==> src/rtl/pass_pkg.sv <==
// Shared constants and helpers for the pass_pipe pipeline.
// Parity support in the pipeline is enabled with the PASS_PIPE_PARITY_EN macro.
package pass_pkg;

    localparam int DEF_WIDTH    = 8;
    localparam int DEF_CHANNELS = 2;
    localparam int DEF_DEPTH    = 3;

    // Lanes are zero-extended to this width before parity; zero bits do not change XOR
    localparam int LANE_MAX = 64;

    function automatic int occ_width(input int depth);
        return (depth < 1) ? 1 : $clog2(depth + 1);
    endfunction

    function automatic logic lane_parity(input logic [LANE_MAX-1:0] lane);
        return ^lane;
    endfunction

endpackage

==> src/rtl/pass_stage.sv <==
// One pipeline stage: valid bit plus a data register (data may include parity bits).
// Parity width is folded into W by pass_pipe when PASS_PIPE_PARITY_EN is defined.
module pass_stage #(
    parameter int W = 16
) (
    input  logic         clock,
    input  logic         reset,
    input  logic         flush,
    input  logic         load,
    input  logic         drain,
    input  logic [W-1:0] d,
    output logic [W-1:0] q,
    output logic         valid
);

    // An incoming beat keeps the stage full even when its old beat leaves
    always_ff @(posedge clock or posedge reset) begin
        if (reset) begin
            valid <= 1'b0;
        end else if (flush) begin
            valid <= 1'b0;
        end else if (load) begin
            valid <= 1'b1;
        end else if (drain) begin
            valid <= 1'b0;
        end
    end

    always_ff @(posedge clock or posedge reset) begin
        if (reset) begin
            q <= '0;
        end else if (load) begin
            q <= d;
        end
    end

endmodule

==> src/rtl/pass_pipe.sv <==
// Multi-lane valid/ready pass-through pipeline with bubble collapse, flush and occupancy.
// Optional per-lane even parity with error injection under PASS_PIPE_PARITY_EN.
module pass_pipe
    import pass_pkg::*;
#(
    parameter int WIDTH    = DEF_WIDTH,
    parameter int CHANNELS = DEF_CHANNELS,
    parameter int DEPTH    = DEF_DEPTH
) (
    input  logic                         clock,
    input  logic                         reset,
    input  logic                         in_valid,
    output logic                         in_ready,
    input  logic [CHANNELS*WIDTH-1:0]    in_data,
    output logic                         out_valid,
    input  logic                         out_ready,
    output logic [CHANNELS*WIDTH-1:0]    out_data,
    input  logic                         flush,
    output logic [occ_width(DEPTH)-1:0]  occupancy,
    input  logic                         err_inject,
    output logic                         parity_err,
    output logic                         parity_err_sticky
);

    localparam int DW = CHANNELS * WIDTH;
`ifdef PASS_PIPE_PARITY_EN
    localparam int PW = CHANNELS;
`else
    localparam int PW = 0;
`endif
    localparam int SW = DW + PW;
    localparam int OW = occ_width(DEPTH);

    logic [DEPTH-1:0] valid;
    logic [DEPTH-1:0] adv;
    logic [SW-1:0]    stage_q [DEPTH];
    logic [SW-1:0]    stage0_d;
    logic [SW-1:0]    out_beat;
    logic             accept;
    logic             full_above;

    // A stage advances when the output takes a beat or any stage ahead of it is empty;
    // this is the unrolled form of the per-stage advance chain.
    always_comb begin
        full_above = 1'b1;
        adv        = '0;
        for (int i = DEPTH - 1; i >= 0; i--) begin
            adv[i]     = valid[i] & (~full_above | out_ready);
            full_above = full_above & valid[i];
        end
    end

    assign in_ready = ~flush & (~valid[0] | adv[0]);
    assign accept   = in_valid & in_ready;

    for (genvar i = 0; i < DEPTH; i++) begin : g_stage
        logic [SW-1:0] d_i;
        logic          load_i;

        if (i == 0) begin : g_head
            assign d_i    = stage0_d;
            assign load_i = accept;
        end else begin : g_body
            assign d_i    = stage_q[i-1];
            assign load_i = adv[i-1];
        end

        pass_stage #(.W(SW)) u_stage (
            .clock (clock),
            .reset (reset),
            .flush (flush),
            .load  (load_i),
            .drain (adv[i]),
            .d     (d_i),
            .q     (stage_q[i]),
            .valid (valid[i])
        );
    end

    assign out_beat  = stage_q[DEPTH-1];
    assign out_valid = valid[DEPTH-1];
    assign out_data  = out_beat[DW-1:0];

    always_comb begin
        occupancy = '0;
        for (int i = 0; i < DEPTH; i++) begin
            occupancy = occupancy + OW'(valid[i]);
        end
    end

`ifdef PASS_PIPE_PARITY_EN
    logic mismatch;

    // Parity bits sit above the data bits; err_inject corrupts lane 0 only
    always_comb begin
        stage0_d         = '0;
        stage0_d[DW-1:0] = in_data;
        for (int k = 0; k < CHANNELS; k++) begin
            stage0_d[DW+k] = lane_parity(LANE_MAX'(in_data[k*WIDTH +: WIDTH]));
        end
        stage0_d[DW] = stage0_d[DW] ^ err_inject;
    end

    always_comb begin
        mismatch = 1'b0;
        for (int k = 0; k < CHANNELS; k++) begin
            mismatch = mismatch |
                       (lane_parity(LANE_MAX'(out_beat[k*WIDTH +: WIDTH])) ^ out_beat[DW+k]);
        end
    end

    assign parity_err = out_valid & mismatch;

    always_ff @(posedge clock or posedge reset) begin
        if (reset) begin
            parity_err_sticky <= 1'b0;
        end else if (parity_err) begin
            parity_err_sticky <= 1'b1;
        end
    end
`else
    logic unused_inject;

    assign stage0_d          = in_data;
    assign unused_inject     = err_inject;
    assign parity_err        = 1'b0;
    assign parity_err_sticky = 1'b0;
`endif

endmodule

==> config.mk <==
export PLATFORM = sky130hd
export DESIGN_NAME = pass_pipe
export DESIGN_NICKNAME = d
export VERILOG_FILES = /design/src/rtl/pass_pkg.sv /design/src/rtl/pass_stage.sv /design/src/rtl/pass_pipe.sv
export SDC_FILE = /design/constraint.sdc
export NUM_CORES = 1
export LEC_CHECK = 0
export CORE_UTILIZATION = 41
export CTS_BUF_LIST = sky130_fd_sc_hd__clkbuf_4 sky130_fd_sc_hd__clkbuf_8
export DETAILED_ROUTE_END_ITERATION = 10
export PLACE_DENSITY_LB_ADDON = 0.12
export SLEW_MARGIN = 10
export SYNTH_ARGS = -nofsm -noshare
export SYNTH_HDL_FRONTEND = slang
export SYNTH_SLANG_ARGS = --single-unit
==> constraint.sdc <==
create_clock -name clock -period 1.6 [get_ports clock]
set_input_delay 0.48 -clock clock [delete_from_list [all_inputs] [get_ports clock]]
set_output_delay 0.48 -clock clock [all_outputs]
set_load 0.02 [all_outputs]
==> summary.md <==
| Metric | Value |
|---|---|
| Sequential element share of the synthesized area | `0.633` |
| GR peak layer | `met2` |
| FF-to-FF Start | `g_stage[0].u_stage.valid` |
| Top post-synthesis cells by area | `dfrtp_1, mux2_2, mux2_4` |
| Die ar. | `5200 µm²` |
| Data required time at the worst endpoint | `about 1.1 ns` |
| Starting Density | `0.427` |
| Hold Slack | `between 0.5 and 0.6 ns` |
| CP startpoint | `g_stage[1].u_stage.valid` |
| CP max-delay cell | `fa_1` |
| FF/Latch Area | `around 1300 µm²` |
| Num CTS Buffers | `5` |
| Worst setup margin | `-0.266 ns` |
| DRT Pass-1 Iters | `3` |
| Power per cell area | `about 1300 nW/µm²` |
| Seq cells post-synth | `between 50 and 60` |
| Initial antenna violation count | `0` |
| Final hold violation count | `0` |
| Wirelength per Cell | `14.5 µm` |
| Die W | `between 70 and 80 µm` |
| Cell variety after synth | `18` |
| Critical path depth | `2` |
| Row cnt | `25` |
| Antenna Nets Post-Route | `0` |
| Met3 GRT Util | `0.0514` |
| GR Layer Usage met1 | `0.197` |
| CTS Buffer Depth | `2` |
| Met2 usage | `0.229` |
| Fillers | `401` |
| Vias | `approximately 1100` |
| Max-cap viol count | `0` |
| Worst path buffer plus inverter count | `1` |
| Crit path max fanout | `2` |
| Port Buffers | `40` |
| R2r worst-path depth | `5` |
| Antenna diode count | `0` |
| Cell area after synthesis | `2020 µm²` |
| Crit path to | `occupancy[0]` |
| Kind of path behind the tightest hold check | `reg -> reg` |
| Worst Skew | `around 0.0059 ns` |
| RD Place Congestion | `just over 0.7` |
| Period utilization | `1.17` |
| Worst hold path depth | `1` |
| Max-slew violation count | `0` |
| DRT Wirelength | `between 3 and 4 mm` |
| RSZ-0062 raised after global routing | `yes` |
| Initial drt markers | `24` |
| Failing checks | `negative setup slack` |
| Yosys warnings | `0` |
| Peak per-stage delay on the critical path | `about 0.56 ns` |
| Leak | `between 1 and 1.5 nW` |
| Cells after synthesis | `around 120` |
| # setup viols final | `19` |
| CTS tree | `built` |
| Footprint of the multi-input gates | `around 680 µm²` |
| CTS sink cnt | `slightly above 50` |
| Number of global-route vias before repair | `1141` |
| Total GRT Usage | `0.149` |
| Setup CP Type | `reg -> out` |
| Area share of the largest cell type after synthesis | `0.633` |
| Worst setup EP type | `output port` |
| Outcome | `finished, violations left` |
| First-pass GRT wire length | `about 5.7 mm` |
| Worst-Skew Late Latency | `about 0.3 ns` |
| H-tree level count | `2` |
| CP delay by family, top | `adder cells` |
| Synth area leader | `dfrtp_1` |
| Post-Syn Area per Cell | `about 17 µm²` |
| Arrival @ worst endpoint | `1.39 ns` |
| Top achievable clock speed | `roughly 540 MHz` |
| TNS Setup | `-2.81 ns` |
| Vias/cell | `4.64` |
| Die H | `a little over 70 µm` |
| Crit path time final | `1.87 ns` |
| Post-placement worst setup slack | `-0.776 ns` |
| R2r setup slk | `-0.16 ns` |
| CP startpoint kind | `flip-flop` |
| Core ar. | `roughly 4700 µm²` |
| Setup bufs post-CTS | `0` |
| Total gr overflow | `0` |
| Dpl hpwl | `between 2 and 2.5 mm` |
| Synthesis-to-layout area growth | `31.9%` |
| Share of cells above drive strength 1 | `0.422` |
| DRC viols | `0` |
| IO Pins | `44` |
| Clock slew at reported path FFs | `about 0.090 ns` |
| CP cell instances | `fa_1, buf_6` |
| Nets | `195` |
| Clock Tree Root | `clkbuf_8` |
| Peak supply drop | `~0.67 mV` |
| R2R Path End | `g_stage[0].u_stage.q[5]` |
| Largest net degree at the start of global routing | `52` |
## synthesized netlist by cell type
library cell,n
dfrtp_1,51
mux2_2,38
mux2_4,10
nor2_1,5
buf_2,3
buf_4,2
inv_1,2
a21oi_1,1
and2b_2,1
and4b_1,1
buf_12,1
buf_6,1
conb_1,1
fa_1,1
nand2_1,1
nand3b_1,1
or2b_1,1
or3b_1,1
## worst register-to-register path, delay by kind of cell, from the launching register on
kind / cells / cell delay (ns)
buffers and inverters: 2 / 0.32
flip-flops: 1 / 0.40
multiplexers: 1 / 0.31
AND/OR/NAND/NOR: 2 / 0.62
## area by class of cell
class | count | area share
tap | 67 | 0.0315
clock buffer | 6 | 0.0310
sequential | 51 | 0.480
inverter | 2 | 0.00423
multi-input combinational | 63 | 0.255
clock inverter | 2 | 0.0132
timing repair buffer | 49 | 0.185
## flip-flops by register name (all words and copies together) (netlist names)
| register | count |
|---|---|
| g_stage.u_stage.valid | 3 |
| g_stage.u_stage.q | 48 |
## what timing repair did
item	CTS	global route
endpoints found under the setup margin	52	21
hold buffers	0	0
hold endpoints to repair	0	0
pin swaps	2	1
gates resized for setup	38	1
## layer usage
metal	routed length, µm	vias up
met5	0	-
met2	1760	25
li1	-	516
met4	42	0
met3	136	6
met1	1540	567
## worst min path at each step
stage                                   startpoint                  endpoint  slack [ns]
after global placement     g_stage[1].u_stage.q[8]   g_stage[2].u_stage.q[8]        0.48
after floorplan           g_stage[1].u_stage.q[10]  g_stage[2].u_stage.q[10]        0.47
after global routing      g_stage[1].u_stage.q[11]  g_stage[1].u_stage.q[11]        0.52
after CTS                 g_stage[2].u_stage.q[14]  g_stage[2].u_stage.q[14]        0.51
after detailed placement  g_stage[0].u_stage.q[12]  g_stage[1].u_stage.q[12]        0.49
final                     g_stage[1].u_stage.q[15]  g_stage[2].u_stage.q[15]        0.50
## power by group
| group | total, W | leakage (nW) | switching, W | internal, W |
|---|---|---|---|---|
| clock | 0.000909 | 0.0612 | 0.000403 | 0.000506 |
| combinational | 0.000920 | 0.561 | 0.000424 | 0.000497 |
| sequential | 0.00176 | 0.607 | 0.000153 | 0.00161 |
## stage by stage
| step | instances | cell area (µm²) | utilization | total power, W |
|---|---|---|---|---|
| after floorplan | 123 | 2030 | - | 0.00235 |
| after global placement | 232 | 2570 | 0.543 | 0.00279 |
| after detailed placement | 232 | 2570 | 0.543 | 0.00285 |
| after CTS | 240 | 2670 | 0.565 | 0.00365 |
| after global routing | 240 | 2660 | 0.563 | 0.00379 |
| final | 240 | 2660 | 0.563 | 0.00359 |
## cell usage in the layout, fill, tap and decap left out, types with 2 or more instances in the layout
| cell type | synthesis | layout |
|---|---|---|
| buf_12 | 1 | 4 |
| buf_4 | 2 | 6 |
| buf_6 | 1 | 2 |
| clkbuf_8 | 0 | 6 |
| clkdlybuf4s50_1 | 0 | 19 |
| conb_1 | 1 | 2 |
| dfrtp_1 | 51 | 50 |
| dlygate4sd2_1 | 0 | 17 |
| mux2_2 | 38 | 38 |
| mux2_4 | 10 | 10 |
| nor2_1 | 5 | 5 |
## cell families (layout without fill, tap and decap cells)
family,after synthesis,in the layout,synth area share
buffers and inverters,9,59,0.0341
AOI/OAI and AO/OA,1,1,0.00248
other,1,2,0.00186
muxes,48,48,0.287
DFF,51,51,0.633
and+or+nand+nor,11,11,0.0323
adders and majority gates,1,1,0.00993
(Power assumes the default switching activity.)
